==> src/rtl/ram_operand_sequencer.sv <==
// ram_operand_sequencer: initiator-side controller for the 8-entry dual-port
// operand RAM in front of the field-arithmetic unit.
//
// Operation: accepts one command (src_a, src_b, dst), reads both sources in
// parallel on RAM ports A and B, hands the operands to the arithmetic unit
// with a valid/ready handshake, and writes the returned result through port A.
//
// Ports:
//   clk, rst                      rising-edge clock, sync active-high reset
//   cmd_valid/cmd_ready           command handshake (ready only in IDLE)
//   cmd_src_a/cmd_src_b/cmd_dst   operand and result addresses
//   ram_a_w/adbus/wdata/rdata     RAM port A (reads sources, writes result)
//   ram_b_w/adbus/rdata           RAM port B (read only, ram_b_w tied 0)
//   op_valid/op_ready/op_a/op_b   operand handshake to arithmetic unit
//   res_valid/res_ready/res_data  result handshake from arithmetic unit
//   done                          one-cycle pulse with the RAM write
//   busy                          high whenever not IDLE
//
// Build option: RAM_SEQ_FWD_EN enables forwarding of the last written result
// to sources matching the last destination; when both sources forward, the
// RAM read is skipped and IDLE goes straight to ISSUE.
module ram_operand_sequencer #(
    parameter int DATA = 256,
    parameter int ADDR = 3
) (
    input  logic            clk,
    input  logic            rst,
    input  logic            cmd_valid,
    output logic            cmd_ready,
    input  logic [ADDR-1:0] cmd_src_a,
    input  logic [ADDR-1:0] cmd_src_b,
    input  logic [ADDR-1:0] cmd_dst,
    output logic            ram_a_w,
    output logic [ADDR-1:0] ram_a_adbus,
    output logic [DATA-1:0] ram_a_wdata,
    input  logic [DATA-1:0] ram_a_rdata,
    output logic            ram_b_w,
    output logic [ADDR-1:0] ram_b_adbus,
    input  logic [DATA-1:0] ram_b_rdata,
    output logic            op_valid,
    input  logic            op_ready,
    output logic [DATA-1:0] op_a,
    output logic [DATA-1:0] op_b,
    input  logic            res_valid,
    output logic            res_ready,
    input  logic [DATA-1:0] res_data,
    output logic            done,
    output logic            busy
);

    typedef enum logic [2:0] {
        IDLE,
        READ,
        CAPTURE,
        ISSUE,
        WAIT,
        WRITE
    } state_t;

    state_t          state_q;
    state_t          state_d;
    logic [ADDR-1:0] src_a_q;
    logic [ADDR-1:0] src_b_q;
    logic [ADDR-1:0] dst_q;
    logic [DATA-1:0] op_a_q;
    logic [DATA-1:0] op_b_q;
    logic [DATA-1:0] res_q;
    logic            accept;
    logic            hit_a;
    logic            hit_b;
    logic            fwd_a_q;
    logic            fwd_b_q;

    assign accept = (state_q == IDLE) && cmd_valid;

`ifdef RAM_SEQ_FWD_EN
    // res_q doubles as the last-result store: it only changes in WAIT,
    // so it still holds the previous result while the next command runs.
    logic [ADDR-1:0] last_dst_q;
    logic            last_vld_q;

    assign hit_a = last_vld_q && (cmd_src_a == last_dst_q);
    assign hit_b = last_vld_q && (cmd_src_b == last_dst_q);

    always_ff @(posedge clk) begin
        if (rst) begin
            last_dst_q <= '0;
            last_vld_q <= 1'b0;
            fwd_a_q    <= 1'b0;
            fwd_b_q    <= 1'b0;
        end else begin
            if (accept) begin
                fwd_a_q <= hit_a;
                fwd_b_q <= hit_b;
            end
            if (state_q == WRITE) begin
                last_dst_q <= dst_q;
                last_vld_q <= 1'b1;
            end
        end
    end
`else
    assign hit_a   = 1'b0;
    assign hit_b   = 1'b0;
    assign fwd_a_q = 1'b0;
    assign fwd_b_q = 1'b0;
`endif

    always_comb begin
        state_d = state_q;
        unique case (state_q)
            IDLE: begin
                if (cmd_valid) begin
                    state_d = (hit_a && hit_b) ? ISSUE : READ;
                end
            end
            READ:    state_d = CAPTURE;
            CAPTURE: state_d = ISSUE;
            ISSUE: begin
                if (op_ready) begin
                    state_d = WAIT;
                end
            end
            WAIT: begin
                if (res_valid) begin
                    state_d = WRITE;
                end
            end
            WRITE:   state_d = IDLE;
            default: state_d = IDLE;
        endcase
    end

    always_ff @(posedge clk) begin
        if (rst) begin
            state_q <= IDLE;
            src_a_q <= '0;
            src_b_q <= '0;
            dst_q   <= '0;
            op_a_q  <= '0;
            op_b_q  <= '0;
            res_q   <= '0;
        end else begin
            state_q <= state_d;
            if (accept) begin
                src_a_q <= cmd_src_a;
                src_b_q <= cmd_src_b;
                dst_q   <= cmd_dst;
                // Fully forwarded command skips CAPTURE, so load here.
                if (hit_a && hit_b) begin
                    op_a_q <= res_q;
                    op_b_q <= res_q;
                end
            end
            if (state_q == CAPTURE) begin
                op_a_q <= fwd_a_q ? res_q : ram_a_rdata;
                op_b_q <= fwd_b_q ? res_q : ram_b_rdata;
            end
            if ((state_q == WAIT) && res_valid) begin
                res_q <= res_data;
            end
        end
    end

    // cmd_ready is masked by rst so it reads 0 throughout the reset cycle.
    assign cmd_ready   = (state_q == IDLE) && !rst;
    assign busy        = (state_q != IDLE);
    assign op_valid    = (state_q == ISSUE);
    assign res_ready   = (state_q == WAIT);
    assign ram_a_w     = (state_q == WRITE);
    assign done        = (state_q == WRITE);
    assign ram_b_w     = 1'b0;
    assign ram_a_wdata = res_q;
    assign op_a        = op_a_q;
    assign op_b        = op_b_q;

    always_comb begin
        ram_a_adbus = '0;
        ram_b_adbus = '0;
        if (state_q == READ) begin
            ram_a_adbus = src_a_q;
            ram_b_adbus = src_b_q;
        end else if (state_q == WRITE) begin
            ram_a_adbus = dst_q;
        end
    end

endmodule

==> config.mk <==
export PLATFORM = sky130hd
export DESIGN_NAME = ram_operand_sequencer
export DESIGN_NICKNAME = d
export VERILOG_FILES = /design/src/rtl/ram_operand_sequencer.sv
export SDC_FILE = /design/constraint.sdc
export NUM_CORES = 2
export LEC_CHECK = 0
export BUFFER_PORTS_ARGS = -buffer_cell sky130_fd_sc_hd__buf_2
export CAP_MARGIN = 20
export CORE_AREA = 4 4 610 612
export CTS_CLUSTER_DIAMETER = 200
export DETAILED_ROUTE_END_ITERATION = 8
export DIE_AREA = 0 0 614 616
export GPL_TIMING_DRIVEN = 0
export SLEW_MARGIN = 20
export SYNTH_ARGS = -nofsm -noshare
export SYNTH_HDL_FRONTEND = slang
export SYNTH_SLANG_ARGS = --single-unit
==> constraint.sdc <==
create_clock -name clk -period 1.95 [get_ports clk]
set_input_delay 0.195 -clock clk [delete_from_list [all_inputs] [get_ports clk]]
set_output_delay 0.195 -clock clk [all_outputs]
set_load 0.01 [all_outputs]
==> impl_metrics.toml <==
[global_routing]
antenna_found_initial = 281
grt_usage = 0.165
grt-busiest-layer = "met2"
met3_usage = 0.0653
grt_max_degree = 20
overflow = 0
grt_pass1_vias = 33673
grt.met1_usage = 0.164
grt_pass1_wl_um = 395000
use_met2 = 0.305

[clocking]
clk-insertion-delay-late_ps = 860
cts_tree = "yes"
cts.root.buffer_cell = "clkbuf_16"
clockBufferDepth = 4
clk_pin_slew_worst_paths_ps = 60
cts_max_level = 3
cts.sinks = 780
numCtsBuffers = 106

[drt]
drt_iter0_drc = 2681
wl_per_cell_um = 30.4
wl_um = 334000
firstDrtPassIters = 6
drc_errors = 0
routed-via-count = 36160
routed_via_density = 3.29
ant_nets = 0

[synth]
syn_area_per_cell_um2 = 8.01
ys_ff_latch = 780
yosysMostFrequentCell = "nand2_1"
synth_top_area_frac = 0.572
synth_flop_cell = "dfxtp_1"
syn-instance-count = 3410
synth-seq-area-share = 0.572
ys_top_cells_by_area = "dfxtp_1 (57%), nand2_1 (21%), a21oi_1 (14%)"
synth_edf_count = 0
async_reset_ff_frac = 0
synth_nets = 4192
syn_area_mm2 = 0.0273
synth_top_area_cell = "dfxtp_1"
synth_top_cells_by_count = "nand2_1 (1555), dfxtp_1 (780), a21oi_1 (779)"
ys_warn_count = 0
synth_cell_types = 24

[flow_run]
max_cap_viol_count = 0

[placed_design]
dp_hpwl_um = 291000
io_buffers = 1560
routabilityCongestion = 0.999
place_area_mm2 = 0.0413

[setup_path]
slowest_delay_ps = 430
r2r_slack_ps = -270
critPathKind = "flop to flop"
slowest_stage = "or3b_4"
worst_setup_path_end_kind = "flop"
cpLargestDelayFamily = "buffers and inverters"
crit_arrival_ps = 2850
cp.required_ps = 2570
path_cells = "buf_4 > buf_6 > buf_6 > or3b_4 > buf_16 > clkbuf_16 > clkbuf_16 > nand2_1 > a21oi_1"
worst-path-buf-inv = 6
cp_max_fo = 9
cp-start-kind = "flop"

[timing]
tightest_slew_ps = 1140
fmax_ghz = 0.450
fin_ws_ps = -272
rsz0062_at_grt = "true"
hold_viol = 0
final_max_slew_viol_count = 0
maxSlewHeadroom = 0.242
tns_ps = -102280
period_share = 1.14
fin_crit_ps = 2220
skew_ps = 103
setup_viol = 641

[floorplan]
rows = 223
die_x_um = 614
chipHeight_um = 616
start_util = 0.0743
pin_count = 1563
dieArea_mm2 = 0.378
core_mm2 = 0.367

[power_and_ir_drop]
powerDensity_mw_per_mm2 = 821
power.internal_mw = 32.1
p_comb_frac = 0.182
peakVddDrop_v = 0.000673
power_frac_clock = 0.447
swShare = 0.300
power_frac_seq = 0.371
power_switching_mw = 13.8
p_leak_nw = 22.9

[finish]
design_area_mm2 = 0.0558
nFillCells = 41750
drive_gt1_frac = 0.364
nets = 6704
syn_to_final_growth_pct = 104

[run_status]
violations = "setup timing"
status = "finished with violations"

[hold_path]
hp-class = "input pin to flop"
timing repair:
item,4_1_cts,5_1_grt
resized for setup,189,263
setup endpoints to repair,658,451
pin swaps,7,45
endpoints found under the hold margin,780,0
cloned,3,34
hold buffers,779,0
buffers inserted,15,10
power by group through the flow:
stage / sequential (mW) / clock, mW / combinational (mW)
after floorplan: 17.6 / 0 / 1.82
after global placement: 17.3 / 0 / 5.53
after detailed placement: 17.3 / 0 / 5.55
after CTS: 17.0 / 21.2 / 7.88
after global routing: 17.1 / 21.6 / 8.86
final: 17.0 / 20.5 / 8.36
metal layers:
metal / vias up / wire [um]
li1: 16199 / -
met1: 16978 / 112000
met2: 2217 / 170000
met3: 710 / 34000
met4: 56 / 17600
met5: - / 364
worst min-delay path: cells and delay by family:
| family | cells | cell delay, ps |
|---|---|---|
| buffers and inverters | 2 | 650 |
| AO/OA/AOI/OAI | 1 | 50 |
| AND/OR/NAND/NOR | 1 | 50 |
flip-flops by register name (all words and copies together), names as in the netlist:
signal and flops:
dst_q 3, op_a 256, op_b 256, ram_a_wdata 256, src_a_q 3, src_b_q 3
state_q 3
final timing paths:
check	from	to	depth (start not counted)
max	state_q[2]	op_a[59]	9
min	res_data[141]	ram_a_wdata[141]	4
max reg2reg	state_q[2]	op_a[59]	9
min reg2reg	op_b[5]	op_b[5]	2
metrics by stage:
step | worst slack (ps) | power (mW) | util | cells | hold slack [ps]
after floorplan | 505 | 19.4 | - | 3410 | 331
after global placement | -1950 | 22.8 | 0.112 | 9807 | 438
after detailed placement | -1090 | 22.9 | 0.112 | 9811 | 441
after CTS | -336 | 46.0 | 0.146 | 10797 | 8.84
after global routing | -327 | 47.5 | 0.151 | 10914 | 62.2
final | -272 | 45.8 | 0.152 | 10992 | 124
cell type report:
| cell class | count | area, um^2 | share of cell area |
|---|---|---|---|
| repair buffers | 2405 | 17000 | 0.304 |
| diodes | 151 | 378 | 0.00677 |
| flip-flops and latches | 780 | 15600 | 0.280 |
| well taps | 4837 | 6050 | 0.108 |
| multi-input cells | 2364 | 10800 | 0.194 |
| clock buffers | 139 | 2960 | 0.0530 |
| plain buffers | 265 | 2390 | 0.0429 |
| clock inverters | 51 | 608 | 0.0109 |
logic make-up (layout without fill, tap and decap cells):
| logic type | after synthesis | after routing | share of synthesized area |
|---|---|---|---|
| and+or+nand+nor | 1580 | 1580 | 0.220 |
| DFF | 780 | 780 | 0.572 |
| AOI/OAI and AO/OA | 780 | 780 | 0.143 |
| muxes | 3 | 3 | 0.00110 |
| other | 1 | 152 | 0.000137 |
| buffers and inverters | 266 | 2860 | 0.0642 |
cells in the final DEF, fill, tap and decap left out, types with 42 or more instances in the layout:
cell type	n
nand2_4	54
dfxtp_1	777
nand2_2	66
clkbuf_1	91
clkbuf_16	140
diode_2	151
a21oi_2	57
buf_4	42
dlygate4sd3_1	779
buf_2	1586
nand2_1	1435
a21oi_1	722
buf_6	76
Note: power is estimated with default switching activity, not from simulation.
